<file path="config.mk">
export PLATFORM = sky130hd
export DESIGN_NAME = bnn_seq_classifier
export DESIGN_NICKNAME = d
export VERILOG_FILES = /design/src/rtl/bnn_pkg.sv /design/src/rtl/bnn_argmax.sv /design/src/rtl/bnn_seq_classifier.sv
export SDC_FILE = /design/constraint.sdc
export NUM_CORES = 2
export LEC_CHECK = 0
export BUFFER_PORTS_ARGS = -buffer_cell sky130_fd_sc_hd__buf_2
export CORE_MARGIN = 5
export CORE_UTILIZATION = 35
export CTS_BUF_LIST = sky130_fd_sc_hd__clkbuf_4 sky130_fd_sc_hd__clkbuf_8
export DETAILED_ROUTE_END_ITERATION = 10
export PLACE_DENSITY_LB_ADDON = 0.3
export SYNTH_ARGS = -nofsm -noshare
export SYNTH_HDL_FRONTEND = slang
export SYNTH_SLANG_ARGS = --single-unit
export TNS_END_PERCENT = 50
</file>
<file path="constraint.sdc">
create_clock -name clk -period 45.5 [get_ports clk]
set_input_delay 9.1 -clock clk [delete_from_list [all_inputs] [get_ports clk]]
set_output_delay 9.1 -clock clk [all_outputs]
set_load 0.02 [all_outputs]
</file>
<file path="src/rtl/bnn_pkg.sv">
// bnn_pkg: FSM state encoding and width helpers shared by the BNN classifier
package bnn_pkg;

    typedef enum logic [1:0] {IDLE, L1, L2, DONE} state_t;

    // Signed hidden accumulator width: magnitude of the worst-case sum plus a sign bit
    function automatic int acc_w(input int f, input int b);
        return $clog2(f * (2 ** b - 1) + 1) + 1;
    endfunction

    // Class popcount width: must hold HIDDEN_CNT itself
    function automatic int cnt_w(input int h);
        return $clog2(h + 1);
    endfunction

    // Step index width: covers FEAT_CNT-1 in L1 and HIDDEN_CNT in L2 (the argmax step)
    function automatic int idx_w(input int f, input int h);
        return $clog2((f > h ? f : h) + 1);
    endfunction

endpackage

</file>
<file path="src/rtl/bnn_argmax.sv">
// bnn_argmax: combinational argmax over packed class counts, lowest index wins ties
module bnn_argmax
    import bnn_pkg::*;
#(
    parameter int CLASS_CNT = 7,
    parameter int CNT_W     = 6
) (
    input  logic [CLASS_CNT*CNT_W-1:0]     i_cnt,
    output logic [$clog2(CLASS_CNT)-1:0]   o_idx
);

    localparam int PW = $clog2(CLASS_CNT);

    logic [CNT_W-1:0] w_best;

    // Strict greater-than keeps the earliest class on equal counts
    always_comb begin
        w_best = i_cnt[CNT_W-1:0];
        o_idx  = '0;
        for (int c = 1; c < CLASS_CNT; c++) begin
            if (i_cnt[c*CNT_W +: CNT_W] > w_best) begin
                w_best = i_cnt[c*CNT_W +: CNT_W];
                o_idx  = PW'(c);
            end
        end
    end

endmodule

</file>
<file path="src/rtl/bnn_seq_classifier.sv">
// bnn_seq_classifier: sequential two-layer binary neural net classifier.
// Optional score output enabled by defining BNN_SCORE_OUT_EN.
module bnn_seq_classifier
    import bnn_pkg::*;
#(
    parameter int FEAT_CNT   = 11,
    parameter int FEAT_BITS  = 4,
    parameter int HIDDEN_CNT = 40,
    parameter int CLASS_CNT  = 7,
    parameter logic [HIDDEN_CNT*FEAT_CNT-1:0]  W1 = '0,
    parameter logic [CLASS_CNT*HIDDEN_CNT-1:0] W2 = '0
) (
    input  logic                            clk,
    input  logic                            rst,
    input  logic [FEAT_BITS*FEAT_CNT-1:0]   features,
    input  logic                            in_valid,
    output logic                            in_ready,
    output logic [$clog2(CLASS_CNT)-1:0]    prediction,
    output logic                            out_valid,
`ifdef BNN_SCORE_OUT_EN
    output logic [cnt_w(HIDDEN_CNT)-1:0]    score,
`endif
    input  logic                            out_ready
);

    localparam int AW = acc_w(FEAT_CNT, FEAT_BITS);
    localparam int CW = cnt_w(HIDDEN_CNT);
    localparam int IW = idx_w(FEAT_CNT, HIDDEN_CNT);
    localparam int PW = $clog2(CLASS_CNT);

    state_t                         r_state, w_next;
    logic [FEAT_BITS*FEAT_CNT-1:0]  r_feat;
    logic signed [AW-1:0]           r_acc [HIDDEN_CNT];
    logic [CW-1:0]                  r_cnt [CLASS_CNT];
    logic [IW-1:0]                  r_idx;
    logic [PW-1:0]                  r_pred;
    logic [HIDDEN_CNT-1:0]          w_w1b, w_hid;
    logic [CLASS_CNT-1:0]           w_w2b;
    logic [CLASS_CNT*CW-1:0]        w_cnt_flat;
    logic [PW-1:0]                  w_arg;
    logic signed [AW-1:0]           w_x;
    logic                           w_hbit, w_last_f, w_last_h;

    // The captured sample is shifted down each L1 step, so the current feature is always at the LSB
    assign w_x        = AW'(r_feat[FEAT_BITS-1:0]);
    assign w_last_f   = r_idx == IW'(FEAT_CNT - 1);
    assign w_last_h   = r_idx == IW'(HIDDEN_CNT);
    assign w_hbit     = 1'(w_hid >> r_idx);
    assign in_ready   = r_state == IDLE;
    assign out_valid  = r_state == DONE;
    assign prediction = r_pred;

    for (genvar h = 0; h < HIDDEN_CNT; h++) begin : g_hid
        assign w_w1b[h] = 1'(W1[h*FEAT_CNT +: FEAT_CNT] >> r_idx);
        assign w_hid[h] = ~r_acc[h][AW-1];
    end

    for (genvar c = 0; c < CLASS_CNT; c++) begin : g_cls
        assign w_w2b[c]                 = 1'(W2[c*HIDDEN_CNT +: HIDDEN_CNT] >> r_idx);
        assign w_cnt_flat[c*CW +: CW]   = r_cnt[c];
    end

    bnn_argmax #(
        .CLASS_CNT (CLASS_CNT),
        .CNT_W     (CW)
    ) u_argmax (
        .i_cnt (w_cnt_flat),
        .o_idx (w_arg)
    );

    // FSM state register
    always_ff @(posedge clk or posedge rst) begin
        if (rst) r_state <= IDLE;
        else     r_state <= w_next;
    end

    // Next state: L2 runs one extra step (index HIDDEN_CNT) to register the argmax
    always_comb begin
        w_next = r_state;
        case (r_state)
            IDLE:    w_next = in_valid  ? L1   : IDLE;
            L1:      w_next = w_last_f  ? L2   : L1;
            L2:      w_next = w_last_h  ? DONE : L2;
            DONE:    w_next = out_ready ? IDLE : DONE;
            default: w_next = IDLE;
        endcase
    end

    // Datapath: sample capture, layer-1 accumulation, layer-2 XNOR popcount, result register
    always_ff @(posedge clk or posedge rst) begin
        if (rst) begin
            r_feat <= '0;
            r_idx  <= '0;
            r_pred <= '0;
            for (int i = 0; i < HIDDEN_CNT; i++) r_acc[i] <= '0;
            for (int i = 0; i < CLASS_CNT; i++)  r_cnt[i] <= '0;
        end else if (r_state == IDLE) begin
            if (in_valid) begin
                r_feat <= features;
                r_idx  <= '0;
                for (int i = 0; i < HIDDEN_CNT; i++) r_acc[i] <= '0;
                for (int i = 0; i < CLASS_CNT; i++)  r_cnt[i] <= '0;
            end
        end else if (r_state == L1) begin
            r_feat <= r_feat >> FEAT_BITS;
            r_idx  <= w_last_f ? '0 : r_idx + 1'b1;
            for (int i = 0; i < HIDDEN_CNT; i++)
                r_acc[i] <= w_w1b[i] ? r_acc[i] + w_x : r_acc[i] - w_x;
        end else if (r_state == L2) begin
            if (w_last_h) begin
                r_pred <= w_arg;
            end else begin
                r_idx <= r_idx + 1'b1;
                for (int i = 0; i < CLASS_CNT; i++)
                    if (w_w2b[i] == w_hbit) r_cnt[i] <= r_cnt[i] + 1'b1;
            end
        end
    end

`ifdef BNN_SCORE_OUT_EN
    logic [CW-1:0] r_score;

    assign score = r_score;

    // Winning count, captured on the same step as the prediction
    always_ff @(posedge clk or posedge rst) begin
        if (rst)                          r_score <= '0;
        else if (r_state == L2 && w_last_h) r_score <= r_cnt[w_arg];
    end
`endif

endmodule

</file>
==> impl_metrics.yaml <==
clock_tree:
  cts_tree: "yes"
  post_cts_resize_count: 0
  ctsHoldBuffers: 0
  cts_setup_buffers: 0
  path_clk_slew_ns: 0.06
  cts_buffers: 86
  clock_sinks: 457
  clk_path_buf_depth: 3
  clk_latency_ns: 0.68
  root_buffer: "clkbuf_8"
  h-tree-depth: 3
critical_path:
  slowest_stage: "dfrtp_1"
  r2r_end: "prediction[0]$_DFFE_PP0P_"
  required_ns: 36.40
  max_stage_delay_ns: 0.56
  rr_startpoint: "r_cnt[32]$_DFFE_PP0P_"
  rrSetupSlack_ns: 33.91
  path_depth: 4
  r2r_cells: 50
  endpoint_kind: "output port"
  crit_end: "in_ready"
  crit_buf_inv: 3
  path_class: "reg2out"
  crit_family: "buffers and inverters"
  path_max_fanout: 42
  startpoint: "r_state[0]$_DFF_PP0_"
  arrival_ns: 2.57
  path_cells: "or2_2 -> inv_2 -> buf_4 -> buf_2"
  critPathLaunchType: "flop"
sta:
  rsz0062_at_grt: "false"
  tightest_slew_ns: 1.027
  slew_viol_final: 0
  finalCriticalPeriod_ns: 11.67
  finClkSkew_ns: 0.04316
  max_freq_mhz: 85.67
  post-route-period-util: 0.2565
  hold_violations: 0
  fin_setup_tns_ns: 0
  slew_headroom: 0.3141
  setup_viol: 0
yosys:
  ys_async_sr_fraction: 1.000
  yosys-top-cells-area: "dfrtp_1 38%, ha_1 15%, o21ai_0 7.0%"
  synth.cell_area_sq_um: 30230
  synth_top_area_cell: "dfrtp_1"
  synth_edf_count: 0
  synth_nets: 3657
  ys_ff_latch: 457
  synth_top_area_frac: 0.3783
  syn_inst: 3207
  synth_cell_types: 60
  postSynthAreaPerCell_sq_um: 9.426
  yosysWarnings: 0
  yosys_most_used_dff: "dfrtp_1"
  synth-seq-area-share: 0.3783
drt:
  drc: 0
  vias: 22050
  via_per_inst: 4.944
  drt_iter0_markers: 1288
  wl_per_cell_um: 15.18
  antenna_left: 0
  drt_wl_total_um: 67720
  dr.pass1.iters: 5
global_routing:
  grt_use_total: 0.1468
  grt_antenna_before_repair: 2
  grt_max_degree: 241
  grt_pass1_wl_um: 115300
  grt_overflow_total: 0
  grt_pass1_vias: 22580
die:
  start_util: 0.3539
  die_h_um: 303.9
  fp.dieW_um: 303.9
  core_sq_um: 85410
  dieArea_sq_um: 92350
  fp-row-count: 107
  io_pins: 53
worst_hold_path:
  hold_path_class: "reg2reg"
  min_from: "r_feat[13]$_DFFE_PP0P_"
finish:
  final_layout_size_suffix_gt1_frac: 0.08416
  nFillCells: 8570
  syn_to_final_growth_pct: 11.12
  register_area_sq_um: 11440
  multiInputGateArea_sq_um: 17490
  nets: 3698
run_status:
  status: "completed"
place:
  gp_congestion: 0.7895
  hpwl_um: 39450
  io_buffer_count: 52
job:
  max-cap-violations: 0
per-stage QoR:
step / util / instances / hold WS, ns / cell area (sq um) / setup slack, ns
floorplan: - / 3207 / 0.4452 / 30230 / 23.66
global placement: 0.3714 / 4304 / 0.4629 / 31720 / 33.87
detailed placement: 0.3714 / 4304 / 0.4703 / 31720 / 33.83
CTS: 0.3932 / 4459 / 0.4801 / 33590 / 33.74
global route: 0.3932 / 4460 / 0.4846 / 33590 / 32.87
finish: 0.3933 / 4461 / 0.4784 / 33590 / 33.83
Yosys cell counts, types with 4 or more instances:
cell type    n
o21ai_0    425
nand3_1     22
and2_1       5
a211oi_1     6
a21oi_1    257
nand2_1    402
mux2_2       4
o21a_1       6
xnor2_1    218
buf_1       10
o21bai_1   160
nor2b_1      8
fa_1        40
a21o_1      89
nand4_1      8
ha_1       362
a22o_1      50
mux2i_1     46
o211ai_1     4
nand2b_1     5
nor2_1     100
dfrtp_1    457
or2_2        4
o31ai_1      4
o221ai_1     7
xor2_1      96
clkbuf_1   110
mux4_2      12
and3_1       6
nor3_1      11
inv_1      230
sequential cells by signal, summed over array words and instances, names as in the netlist:
name and flops:
r_feat 44, r_cnt 42, r_acc 360, prediction 3
r_state 2, r_idx 6
worst min-delay path by stage:
stage,end,slack [ns],cells after the start
after CTS,r_acc[71]$_DFFE_PP0P_,0.48,1
after global routing,r_acc[71]$_DFFE_PP0P_,0.48,1
after floorplan,r_acc[125]$_DFFE_PP0P_,0.45,1
after global placement,r_feat[13]$_DFFE_PP0P_,0.46,2
after detailed placement,r_feat[13]$_DFFE_PP0P_,0.47,2
final,r_feat[13]$_DFFE_PP0P_,0.48,2
metal layers:
layer	GRT usage	vias up	routed length, um
li1	-	11200	-
met1	0.2013	10500	33940
met2	0.2441	275	30430
met3	0.02206	88	2201
met4	0.03889	0	1151
met5	0	-	0
kinds of logic (layout without fill, tap and decap cells):
logic type	after synthesis	in the layout	synth area share
compound gates	1029	1029	0.2039
simple gates	586	586	0.07943
flops	457	457	0.3783
fa+ha+maj	402	402	0.1763
buf+inv	355	463	0.04445
xor+xnor	314	314	0.09098
mux	64	64	0.02661
other cells	0	2	0
cell usage in the layout, fill, tap and decap left out, types with 50 or more instances in the layout:
master,count
a21o_1,89
a21oi_1,257
a22o_1,50
buf_2,52
clkbuf_8,103
dfrtp_1,456
ha_1,360
inv_1,227
nand2_1,401
nor2_1,100
o21ai_0,424
o21bai_1,159
xnor2_1,217
xor2_1,96
tightest hold or removal path: stages (launching register included):
cell and delay, ns:
dfrtp_1 0.33, nand2_1 0.05, o21ai_0 0.06
cell type report:
cell class,count,share of cell area
Antenna cell,2,0.0001490
Timing Repair Buffer,76,0.01423
Clock buffer,136,0.04958
Multi-Input combinational cell,2395,0.5207
Tap cell,1144,0.04261
Sequential cell,457,0.3405
Clock inverter,19,0.005960
Inverter,232,0.02630
Power is not shown: default switching activity piles up to over one toggle a cycle in this logic, so the estimate is an artifact.
